`config.mk`:
```
export PLATFORM = sky130hd
export DESIGN_NAME = vram_console_writer
export DESIGN_NICKNAME = d
export VERILOG_FILES = /design/src/rtl/vram_console_writer.sv
export SDC_FILE = /design/constraint.sdc
export NUM_CORES = 1
export LEC_CHECK = 0
export ABC_AREA = 1
export BUFFER_PORTS_ARGS = -buffer_cell sky130_fd_sc_hd__buf_4
export CORE_UTILIZATION = 63
export CTS_CLUSTER_SIZE = 12
export DETAILED_ROUTE_END_ITERATION = 8
export PLACE_DENSITY_LB_ADDON = 0.12
export SLEW_MARGIN = 20
export SYNTH_ARGS = -nofsm -noshare
export SYNTH_HDL_FRONTEND = slang
export SYNTH_SLANG_ARGS = --single-unit
```
`constraint.sdc`:
```
create_clock -name clk -period 4.1 [get_ports clk]
set_input_delay 0.205 -clock clk [delete_from_list [all_inputs] [get_ports clk]]
set_output_delay 0.205 -clock clk [all_outputs]
set_load 0.02 [all_outputs]
```
`src/rtl/vram_console_writer.sv`:
```
// vram_console_writer: console byte stream to 64x16 text VRAM writer with cursor, clear and scroll-up
// Ports:
//   clk, reset_n            clock, asynchronous active-low reset
//   char_data/valid/ready   byte stream in (ASCII + CR, LF, BS, FF), valid/ready handshake
//   vram_addr/din/we        VRAM port, address {row, col}, one byte written per cycle
//   vram_dout               VRAM read data, one cycle after vram_addr (sync RAM)
//   cursor_row/col          current cursor position
//   busy                    high whenever a byte cannot be accepted
module vram_console_writer #(
    parameter int         COLS_LOG2 = 6,
    parameter int         ROWS_LOG2 = 4,
    parameter logic [7:0] BLANK     = 8'h20
) (
    input  logic                           clk,
    input  logic                           reset_n,
    input  logic [7:0]                     char_data,
    input  logic                           char_valid,
    output logic                           char_ready,
    output logic [ROWS_LOG2+COLS_LOG2-1:0] vram_addr,
    output logic [7:0]                     vram_din,
    output logic                           vram_we,
    input  logic [7:0]                     vram_dout,
    output logic [ROWS_LOG2-1:0]           cursor_row,
    output logic [COLS_LOG2-1:0]           cursor_col,
    output logic                           busy
);
    localparam int AW = ROWS_LOG2 + COLS_LOG2;
    localparam logic [AW-1:0]        ROW_STEP    = AW'(1 << COLS_LOG2);
    localparam logic [AW-1:0]        SCROLL_LAST = AW'(((1 << ROWS_LOG2) - 1) * (1 << COLS_LOG2) - 1);
    localparam logic [AW-1:0]        CNT_MAX     = '1;
    localparam logic [ROWS_LOG2-1:0] ROW_MAX     = '1;
    localparam logic [COLS_LOG2-1:0] COL_MAX     = '1;

    typedef enum logic [2:0] {IDLE, WRITE, CLEAR, SCROLL_RD, SCROLL_WR, CLRLINE} state_t;

    state_t               state, state_n;
    logic [AW-1:0]        cnt, cnt_n, addr_n;
    logic [ROWS_LOG2-1:0] row_n;
    logic [COLS_LOG2-1:0] col_n;
    logic [7:0]           din_q, din_n;
    logic                 adv_q, adv_n, we_n, rdy_n, pass_q, pass_n;

    // Scroll writes forward the read data the RAM returns during the write cycle.
    assign vram_din = pass_q ? vram_dout : din_q;
    assign busy     = ~char_ready;

    // Every output register is loaded with the bus action of the cycle that follows the edge,
    // so an accepted byte is written in the very next cycle. Entering a scroll launches the
    // first read immediately, which is why the scroll begins in SCROLL_WR.
    always_comb begin
        state_n = state;
        cnt_n   = cnt;
        row_n   = cursor_row;
        col_n   = cursor_col;
        adv_n   = adv_q;
        we_n    = 1'b0;
        addr_n  = vram_addr;
        din_n   = BLANK;
        rdy_n   = 1'b0;
        pass_n  = 1'b0;
        case (state)
            IDLE: begin
                rdy_n = 1'b1;
                if (char_ready && char_valid) begin
                    case (char_data)
                        8'h0D: col_n = '0;
                        8'h0A: begin
                            if (cursor_row != ROW_MAX) row_n = cursor_row + 1'b1;
                            else begin
                                rdy_n   = 1'b0;
                                addr_n  = ROW_STEP;
                                cnt_n   = '0;
                                state_n = SCROLL_WR;
                            end
                        end
                        8'h08: begin
                            if (cursor_col != '0) begin
                                rdy_n   = 1'b0;
                                col_n   = cursor_col - 1'b1;
                                we_n    = 1'b1;
                                addr_n  = {cursor_row, col_n};
                                adv_n   = 1'b0;
                                state_n = WRITE;
                            end
                        end
                        8'h0C: begin
                            rdy_n   = 1'b0;
                            row_n   = '0;
                            col_n   = '0;
                            cnt_n   = '0;
                            state_n = CLEAR;
                        end
                        default: begin
                            rdy_n   = 1'b0;
                            we_n    = 1'b1;
                            addr_n  = {cursor_row, cursor_col};
                            din_n   = char_data;
                            adv_n   = 1'b1;
                            state_n = WRITE;
                        end
                    endcase
                end
            end
            WRITE: begin
                state_n = IDLE;
                rdy_n   = 1'b1;
                if (adv_q) begin
                    col_n = (cursor_col == COL_MAX) ? '0 : cursor_col + 1'b1;
                    if (cursor_col == COL_MAX) begin
                        if (cursor_row != ROW_MAX) row_n = cursor_row + 1'b1;
                        else begin
                            rdy_n   = 1'b0;
                            addr_n  = ROW_STEP;
                            cnt_n   = '0;
                            state_n = SCROLL_WR;
                        end
                    end
                end
            end
            CLEAR: begin
                we_n    = 1'b1;
                addr_n  = cnt;
                cnt_n   = cnt + 1'b1;
                state_n = (cnt == CNT_MAX) ? IDLE : CLEAR;
            end
            SCROLL_RD: begin
                addr_n  = cnt + ROW_STEP;
                state_n = SCROLL_WR;
            end
            SCROLL_WR: begin
                we_n    = 1'b1;
                addr_n  = cnt;
                pass_n  = 1'b1;
                cnt_n   = (cnt == SCROLL_LAST) ? '0 : cnt + 1'b1;
                state_n = (cnt == SCROLL_LAST) ? CLRLINE : SCROLL_RD;
            end
            CLRLINE: begin
                we_n   = 1'b1;
                addr_n = {ROW_MAX, cnt[COLS_LOG2-1:0]};
                cnt_n  = cnt + 1'b1;
                if (cnt[COLS_LOG2-1:0] == COL_MAX) begin
                    cnt_n   = '0;
                    row_n   = ROW_MAX;
                    col_n   = '0;
                    state_n = IDLE;
                end
            end
            default: state_n = IDLE;
        endcase
    end

    always_ff @(posedge clk or negedge reset_n) begin
        if (!reset_n) begin
            state      <= CLEAR;
            cnt        <= '0;
            cursor_row <= '0;
            cursor_col <= '0;
            adv_q      <= 1'b0;
            vram_we    <= 1'b0;
            vram_addr  <= '0;
            din_q      <= BLANK;
            char_ready <= 1'b0;
            pass_q     <= 1'b0;
        end else begin
            state      <= state_n;
            cnt        <= cnt_n;
            cursor_row <= row_n;
            cursor_col <= col_n;
            adv_q      <= adv_n;
            vram_we    <= we_n;
            vram_addr  <= addr_n;
            din_q      <= din_n;
            char_ready <= rdy_n;
            pass_q     <= pass_n;
        end
    end
endmodule
```
==> impl_metrics.json <==
{
  "post-synth-top-area-cell": "sky130_fd_sc_hd__dfrtp_1",
  "critPathMaxStageDelay_ns": 0.64,
  "route.vias.total": 3736,
  "post-route-worst-setup-slack_ns": 1.67,
  "drt-vias-per-instance": 5.78,
  "synthDistinctLibCells": 37,
  "floorplan.initialDensity": 0.673,
  "synth_most_common_cell": "sky130_fd_sc_hd__nand2_1",
  "min_period_over_period": 0.593,
  "clock_path_buffers": 2,
  "post_cts.resized_instances": 0,
  "synth_mux_area_frac": 0.0256,
  "stdcell_count": 646,
  "rsz_0062_raised_after_global_routing": "no",
  "met3_wirelength_um": 708,
  "area_growth_syn_to_layout_pct": 14.1,
  "top_layer": "met4",
  "post-synth-top-area-fraction": 0.305,
  "path_common_cell": "sky130_fd_sc_hd__nand2_1",
  "ys_warn_count": 0,
  "antenna_cells": 0,
  "drt_iter0_markers": 371,
  "cp_slowest_cell": "sky130_fd_sc_hd__nand3_1",
  "finClkSkew_ns": 0.0121,
  "cts_inserted_buffers": 5,
  "setup_total_negative_slack_ns": 0,
  "mappedNetlistArea_um2": 3520,
  "fp-row-count": 26,
  "clock_sink_count": 45,
  "floorplan.core_area_um2": 5240,
  "grt_start_max_net_pins": 46,
  "cts_tree": "yes",
  "complex_gate_fraction_of_the_synthesized_area": 0.0877,
  "hold-path-cell-count": 3,
  "wl_per_cell_um": 14.7,
  "wl_met1_um": 4080,
  "clk_transition_reported_paths_ns": 0.09,
  "max_fclk_ghz": 0.411,
  "synth_ff_type": "sky130_fd_sc_hd__dfrtp_1",
  "post-cts-setup-buffers": 0,
  "postLayoutCoreUtil": 0.767,
  "grt-ovfl-total": 0,
  "layout_cells_sized_above_1": 0.186,
  "wire_length_of_the_first_global_routing_pass_um": 16000,
  "gpl.final_weighted_congestion": 0.948,
  "final_setup_vio_count": 0,
  "place.detailed.instances": 637,
  "vias_in_the_first_global_route": 3446,
  "outcome": "complete, no violations",
  "irDropWorstVdd_uv": 136,
  "critical_path_peak_fanout": 24,
  "worst_hold_path_type": "in2reg",
  "post_synth_and_or_nand_nor_area_fraction": 0.433,
  "worst_setup_path_end_kind": "flop",
  "cell_by_cell_listing_of_the_critical_path": "ha_1, nand3_1, inv_1, nor2_4, nand2_1, o21ai_1, nor2_1, nand2_1, nand2_1, nand2_1",
  "postCtsHoldBufs": 1,
  "worst-path-buf-inv": 1,
  "cp.arrival_ns": 2.68,
  "max_slew.worst_pin.slew_ns": 0.920,
  "number_of_instances_in_the_synthesized_netlist": 533,
  "grt_usage": 0.337,
  "slew_viol_final": 0,
  "yosys_register_bits": 45,
  "place_worst_setup_slack_ns": 1.74,
  "power.static_leakage_nw": 2.11,
  "worst_slew_margin_rel": 0.385,
  "top_level_ports": 50,
  "r2r_cells": 10,
  "wl_um": 9490,
  "syn_avg_cell_area_um2": 6.61,
  "proportion_of_register_bits_with_asynchronous_set_or_reset_after_synthesis": 1.00,
  "drc_violation_count_after_routing": 0,
  "dr.pass1.iters": 7,
  "dieWidth_um": 76.8,
  "timing.setup.critical_path_class": "reg2reg",
  "num-nets-final": 600,
  "die_h_um": 76.8,
  "synth_common_cells": "186 x sky130_fd_sc_hd__nand2_1, 64 x sky130_fd_sc_hd__nand3_1, 52 x sky130_fd_sc_hd__inv_1",
  "antenna_violations_before_repair": 0,
  "postSynthNetCount": 558,
  "synth_top_family_by_area": "simple AND/OR/NAND/NOR gates",
  "synth_edf_count": 0,
  "critical_path_cell_count": 10,
  "timing.final.hold_violations": 0,
  "cts_root_buffer": "sky130_fd_sc_hd__clkbuf_8",
  "synth_fa_ha_area_frac": 0.0213,
  "antenna_left": 0,
  "power.density_nw_per_um2": 210,
  "io_buffers": 49,
  "clk-insertion-delay-late_ns": 0.32,
  "ys_seq_area_frac": 0.320,
  "place_hpwl_um": 6960,
  "critical_path.top_delay_family": "simple AND/OR/NAND/NOR gates",
  "drv.max_cap_violation_count": 0,
  "fin_crit_ns": 2.43,
  "met2_wirelength_um": 4480,
  "setup.worst_path.start_class": "flop",
  "yosys-top-cells-area": "sky130_fd_sc_hd__dfrtp_1 31%, sky130_fd_sc_hd__nand2_1 20%, sky130_fd_sc_hd__nand3_1 9.1%",
  "dieArea_um2": 5900,
  "htree_levels": 2,
  "synth_xor_xnor_area_share": 0.0249,
  "crit_required_ns": 4.35
}
==> metrics by stage <==
| step | total power [mW] | hold slack (ns) | area [µm²] |
|---|---|---|---|
| 4_1_cts | 0.841 | 0.0984 | 4020 |
| 3_3_place_gp | 0.488 | 0.238 | 3890 |
| 3_5_place_dp | 0.490 | 0.246 | 3890 |
| 6_report | 0.843 | 0.0959 | 4020 |
| 2_1_floorplan | 0.463 | -0.0906 | 3520 |
| 5_1_grt | 0.859 | 0.106 | 4020 |
==> cell families after synthesis <==
| kind of cell | count (synthesis) |
|---|---|
| flops | 45 |
| fa+ha+maj | 6 |
| mux | 8 |
| xor+xnor | 10 |
| compound gates | 54 |
| simple gates | 337 |
| buf+inv | 73 |
==> sequential cells by signal, indices dropped and copies added, names as in the netlist <==
name	flops
cursor_col	6
cnt	10
pass_q	1
vram_we	1
vram_addr	10
din_q	8
char_ready	1
adv_q	1
state	3
cursor_row	4
==> power breakdown <==
part	leakage (nW)	switching [mW]	internal [mW]	total, mW
clock network	0.0591	0.175	0.186	0.361
registers	0.530	0	0.444	0.444
logic	1.52	0.0232	0.0149	0.0381
total	2.11	0.198	0.645	0.843
==> tightest hold or removal path, cell delays in order <==
cell,delay [ns]
sky130_fd_sc_hd__buf_4,0.09
sky130_fd_sc_hd__nor2_1,0.04
sky130_fd_sc_hd__nand2_1,0.05
==> path summary, 6_finish.rpt <==
path | slack (ns) | startpoint | to
min in group asynchronous | 0.42 | reset_n | din_q[6]
max in group asynchronous | 3.28 | reset_n | vram_addr[8]
max | 1.67 | cursor_row[0] | vram_addr[8]
max reg2reg | 1.67 | cursor_row[0] | vram_addr[8]
min | 0.1 | char_data[5] | din_q[5]
min reg2reg | 0.52 | vram_addr[6] | vram_addr[6]
==> cell type report <==
| class | instances | area [µm²] |
|---|---|---|
| clock buffers | 5 | 68.8 |
| repair buffers | 50 | 378 |
| fillers | 416 | 1220 |
| inverters | 58 | 220 |
| multi-input cells | 415 | 2090 |
| well taps | 70 | 87.6 |
| clock inverters | 3 | 47.5 |
| flip-flops and latches | 45 | 1130 |
==> layer usage <==
| metal | global-route usage | up-vias |
|---|---|---|
| met3 | 0.0393 | 26 |
| met2 | 0.547 | 188 |
| met1 | 0.459 | 1725 |
| met5 | 0 | - |
| met4 | 0.127 | 0 |
| li1 | - | 1797 |
==> placed cells by master (no fill, tap or decap), drive strengths merged <==
master / Yosys / layout
ha: 6 / 6
nor3: 4 / 4
inv: 58 / 60
dfstp: 2 / 2
buf: 9 / 49
o211ai: 2 / 2
o21ai: 36 / 36
nand2: 196 / 196
nand3: 68 / 68
a21boi: 3 / 3
or2: 1 / 1
bufinv: 0 / 1
xnor2: 3 / 3
o22ai: 1 / 1
a21oi: 9 / 9
xor2: 7 / 7
o31ai: 2 / 2
dfrtp: 43 / 43
nand3b: 1 / 1
mux2: 8 / 8
nor2: 55 / 55
dlygate4sd3: 0 / 1
nand4: 12 / 12
a31oi: 1 / 1
clkbuf: 6 / 5
Power figures use the tool's default switching activity.
